===== src/rtl/instr_mem_fetch.sv =====
// Word-organised instruction memory with a valid/ready fetch port, one-entry response
// register, program-load port and post-reset clear engine. Optional parity: INSTR_MEM_PARITY_EN.
module instr_mem_fetch #(
    parameter int              XLEN       = 32,
    parameter int              DEPTH      = 64,
    parameter int              ADDR_W     = 32,
    parameter logic [XLEN-1:0] RESET_WORD = 32'h00000013
) (
    input  logic              clk,
    input  logic              rst,
    output logic              busy,
    input  logic              f_valid,
    output logic              f_ready,
    input  logic [ADDR_W-1:0] f_addr,
    output logic              r_valid,
    input  logic              r_ready,
    output logic [XLEN-1:0]   r_instr,
    output logic              r_misalign,
    output logic              r_oob,
    input  logic              ld_valid,
    output logic              ld_ready,
    input  logic [ADDR_W-1:0] ld_addr,
    input  logic [XLEN-1:0]   ld_data,
`ifdef INSTR_MEM_PARITY_EN
    output logic              r_perr,
    input  logic              ld_flip_par,
`endif
    output logic              ld_err
);

    localparam int IDX_W = $clog2(DEPTH);

    typedef enum logic {CLEAR, READY} state_t;

    state_t           state;
    logic [IDX_W-1:0] clr_idx;
    logic [XLEN-1:0]  mem [DEPTH];
`ifdef INSTR_MEM_PARITY_EN
    logic             par_mem [DEPTH];
    logic             wr_par;
`endif

    logic [IDX_W-1:0] f_idx;
    logic [IDX_W-1:0] ld_idx;
    logic             f_mis;
    logic             f_oob;
    logic             f_ok;
    logic             ld_ok;
    logic             f_fire;
    logic             ld_fire;
    logic             wr_en;
    logic [IDX_W-1:0] wr_idx;
    logic [XLEN-1:0]  wr_data;

    // DEPTH is a power of two, so any set bit above the index field means out of bounds
    assign f_idx  = f_addr[IDX_W+1:2];
    assign f_mis  = f_addr[1:0] != 2'b00;
    assign f_oob  = |f_addr[ADDR_W-1:IDX_W+2];
    assign f_ok   = !f_mis && !f_oob;
    assign ld_idx = ld_addr[IDX_W+1:2];
    assign ld_ok  = (ld_addr[1:0] == 2'b00) && !(|ld_addr[ADDR_W-1:IDX_W+2]);

    assign busy     = state == CLEAR;
    assign ld_ready = state == READY;
    assign f_ready  = (state == READY) && (!r_valid || r_ready);
    assign f_fire   = f_valid && f_ready;
    assign ld_fire  = ld_valid && ld_ready;

    always_comb begin
        wr_en   = 1'b0;
        wr_idx  = clr_idx;
        wr_data = RESET_WORD;
`ifdef INSTR_MEM_PARITY_EN
        wr_par  = ^RESET_WORD;
`endif
        if (!rst) begin
            if (state == CLEAR) begin
                wr_en = 1'b1;
            end else if (ld_fire && ld_ok) begin
                wr_en   = 1'b1;
                wr_idx  = ld_idx;
                wr_data = ld_data;
`ifdef INSTR_MEM_PARITY_EN
                wr_par  = (^ld_data) ^ ld_flip_par;
`endif
            end
        end
    end

    // Storage is not reset; the clear engine initialises it instead
    always_ff @(posedge clk) begin
        if (wr_en) begin
            mem[wr_idx] <= wr_data;
`ifdef INSTR_MEM_PARITY_EN
            par_mem[wr_idx] <= wr_par;
`endif
        end
    end

    always_ff @(posedge clk) begin
        if (rst) begin
            state      <= CLEAR;
            clr_idx    <= '0;
            r_valid    <= 1'b0;
            r_instr    <= '0;
            r_misalign <= 1'b0;
            r_oob      <= 1'b0;
            ld_err     <= 1'b0;
`ifdef INSTR_MEM_PARITY_EN
            r_perr     <= 1'b0;
`endif
        end else begin
            ld_err <= ld_fire && !ld_ok;
            if (state == CLEAR) begin
                clr_idx <= clr_idx + 1'b1;
                if (clr_idx == IDX_W'(DEPTH - 1))
                    state <= READY;
            end
            // Reading here returns the pre-write contents on a same-edge load collision
            if (f_fire) begin
                r_valid    <= 1'b1;
                r_misalign <= f_mis;
                r_oob      <= f_oob;
                r_instr    <= f_ok ? mem[f_idx] : '0;
`ifdef INSTR_MEM_PARITY_EN
                r_perr     <= f_ok && (par_mem[f_idx] != ^mem[f_idx]);
`endif
            end else if (r_valid && r_ready) begin
                r_valid <= 1'b0;
            end
        end
    end

endmodule

===== config.mk =====
export PLATFORM = sky130hd
export DESIGN_NAME = instr_mem_fetch
export DESIGN_NICKNAME = d
export VERILOG_FILES = /design/src/rtl/instr_mem_fetch.sv
export SDC_FILE = /design/constraint.sdc
export NUM_CORES = 2
export LEC_CHECK = 0
export CORE_MARGIN = 2
export CORE_UTILIZATION = 67
export DETAILED_ROUTE_END_ITERATION = 16
export DONT_BUFFER_PORTS = 1
export PLACE_DENSITY = 0.83
export SYNTH_ARGS = -nofsm -noshare
export SYNTH_HDL_FRONTEND = slang
export SYNTH_SLANG_ARGS = --single-unit

===== constraint.sdc =====
create_clock -name clk -period 14.7 [get_ports clk]
set_input_delay 3.675 -clock clk [delete_from_list [all_inputs] [get_ports clk]]
set_output_delay 3.675 -clock clk [all_outputs]
set_load 0.01 [all_outputs]

==> run summary <==
status - complete, but fails checks
failing checks - max-capacitance violations, max-slew violations
crit-path max cell delay - 300 ps
RSZ-0062 raised after global routing - no
TNS Setup - 0 ps
Core Area - 120,000 um2
Peak VDD IR - 0.153 mV
worst path bufs/invs - 0
Tot GR Track Use - 35.2%
CTS tree - built
post-synth top area share - 76.2%
slew margin rel. - -86.0%
Final Hold Fails - 0
CTS Buffer Depth - 3
# fillers - 6,084
root buf cell - clkbuf_16
final setup vio count - 0
Synth cell types - 62
Cell Area, Synth - 80,700 um2
per-cell routed wire length - 36.5 um
largest family of logic cells by synthesized area - multiplexers
vias - 43,000
Final min period - 7770 ps
critical path launch point type - primary input
Net Count, Synth - 4,115
post-synthesis xor/xnor area fraction - 0.0434%
fin worst setup slack - 6930 ps
Placer Congestion - 0.902
# Post-CTS Setup Buffers - 0
Ports - 140
slowest CP cell - and2_1
minimum hold slack - 610 ps
Yosys top cell by area - edfxtp_1
Synth Instances - 4,013
Starting Density - 67.4%
vias in the first global route - 42,800
Critical Path End Type - primary output
critical path type - primary input to primary output
worst slew pin tran - 2790 ps
routing usage on met1 - 45.9%
global route overflow - 0
Simple-Gate Fraction of Synth Area - 3.01%
f_max - 0.129 GHz
vias per inst - 7.32
Cell Count, Final, Fillers Out - 5,870
Synth Flop Type - edfxtp_1
number of synthesized flops with an enable pin - 2,048
area of the multi-input gates - 17,700 um2
worst-skew pair later-pin latency - 830 ps
antenna violations before repair - 32
P&R area growth vs syn - 10.2%
Worst EP arrival - 4090 ps
placed cell count - 5,502
clk_skew - 25.5 ps
iteration-0 DRC count of the detailed router - 7,621
post-synthesis mux area share - 13.9%
hold buffers post-CTS - 0
TritonCTS Buffers - 192
die area - 123,000 um2
post-cts sizing count - 0
CTS sink count - 2,091
Adder-Cell Fraction of Synth Area - 0.0155%
DP Worst Slack - 6940 ps
crit-path cells - nand2b_1 > and2_1
share of cells above drive strength 1 - 20.3%
hold crit path type - flop to flop
crit-path max FO - 3
chip width - 351 um
Static Leak - 0.0279 uW
PwrDens - 130 nW/um2
Yosys warnings - 0
CP required - 11,020 ps
GR peak layer - met2
largest net degree at the start of global routing - 587
CP top delay family - simple AND/OR/NAND/NOR gates
Pwr Total - 11,600 uW
grt met3 use - 12.6%
Avg Inst Size Synth - 20.1 um2
Final #Nets - 4,189
first-pass GRT wire length - 302 mm
clock-pin slew on the worst setup and hold paths - 60 ps
final worst path period share - 52.9%
dpl hpwl - 113 mm
DRT Pass-1 Iters - 6
max_cap viols - 2
FF/Latch Area - 62,400 um2
Slew Viols, Final - 562
top cells by area, synth - edfxtp_1 (76%), mux4_2 (10%), mux2i_1 (3.7%), dfxtp_1 (1.1%), nand2_1 (0.83%)
CTS H-tree lvls - 4
DRC viols - 0
met2 usage - 53.7%
row cnt - 127
Die Y - 351 um
post-detailed-route count of antenna-violating nets - 0
input/output buffers - 0
asr flop ratio synth - 0%
register bit total from synthesis - 2,091
sequential area share after synthesis - 77.3%
final wirelength - 214 mm
post-synthesis compound-gate area fraction - 4.15%
==> flip-flops by register name (all words and copies together) (netlist names) <==
register    cells
mem          2048
r_instr        32
clr_idx         6
ld_err          1
ld_ready        1
r_misalign      1
r_oob           1
r_valid         1
==> Yosys cell counts, types with 12 or more instances <==
master / n
edfxtp_1: 2048
a32o_1: 12
buf_4: 35
buf_6: 14
o22ai_1: 74
and2_1: 32
nor2_1: 145
o221ai_1: 24
o21ai_0: 28
a21oi_1: 111
clkbuf_1: 101
nand2_1: 178
a211oi_1: 44
a2111oi_0: 62
dfxtp_1: 43
nand3_1: 45
nor3_1: 12
a22oi_1: 35
nand2b_1: 15
mux4_2: 362
a31oi_1: 21
mux2i_1: 297
nor2b_1: 52
nor4_1: 16
a22o_1: 28
buf_2: 71
==> per-stage QoR <==
step	area [um2]	util (%)
2_1_floorplan	80700	-
3_3_place_gp	82900	69.3
3_5_place_dp	82900	69.3
4_1_cts	88800	74.2
5_1_grt	88900	74.3
6_report	88900	74.3
==> placed cells by master (no fill, tap or decap), types with 59 or more instances in the layout <==
| master | n |
|---|---|
| mux4_2 | 362 |
| buf_4 | 110 |
| a21oi_1 | 109 |
| a2111oi_0 | 59 |
| o22ai_1 | 74 |
| clkbuf_16 | 195 |
| mux2i_1 | 297 |
| nand2_1 | 178 |
| nor2_4 | 61 |
| nor2_1 | 79 |
| edfxtp_1 | 2048 |
==> where the power goes <==
part | switching (uW) | internal (uW) | total [uW]
Sequential | 8.16 | 6460 | 6470
Clock | 2180 | 2650 | 4830
Combinational | 158 | 136 | 294
Total | 2340 | 9250 | 11600
==> tightest hold or removal path: stages (launching register included) <==
cell and delay [ps]:
dfxtp_1 360, nand2b_1 130, a21oi_1 70
==> final timing paths <==
check                       startpoint                     to  slack, ps  cells after the start
setup / recovery               r_ready                f_ready       6930                      2
hold / removal    r_valid$_SDFFE_PP0P_   r_valid$_SDFFE_PP0P_        610                      2
setup reg to reg   ld_ready$_SDFF_PP0_  mem[35][25]$_DFFE_PP_      10300                      6
hold reg to reg   r_valid$_SDFFE_PP0P_   r_valid$_SDFFE_PP0P_        610                      2
==> routing by layer <==
layer  vias to the layer above  wire [um]
met5                         -        167
met4                        20      11100
met3                       739      33800
met2                      3818      99800
met1                     21700      69700
li1                      16800          -
==> cell type report <==
| type | count | area share (%) |
|---|---|---|
| diodes | 17 | 0.0479 |
| clock buffers | 252 | 5.77 |
| clock inverters | 96 | 0.922 |
| inverters | 10 | 0.0422 |
| multi-input cells | 1679 | 19.9 |
| flip-flops and latches | 2091 | 70.1 |
| well taps | 1612 | 2.27 |
| repair buffers | 113 | 0.946 |
==> cell families after synthesis <==
| logic type | Yosys count |
|---|---|
| flops | 2091 |
| xor+xnor | 4 |
| simple gates | 525 |
| fa+ha+maj | 1 |
| buf+inv | 243 |
| compound gates | 479 |
| mux | 670 |
No activity file was read; power rests on OpenSTA's default activity.
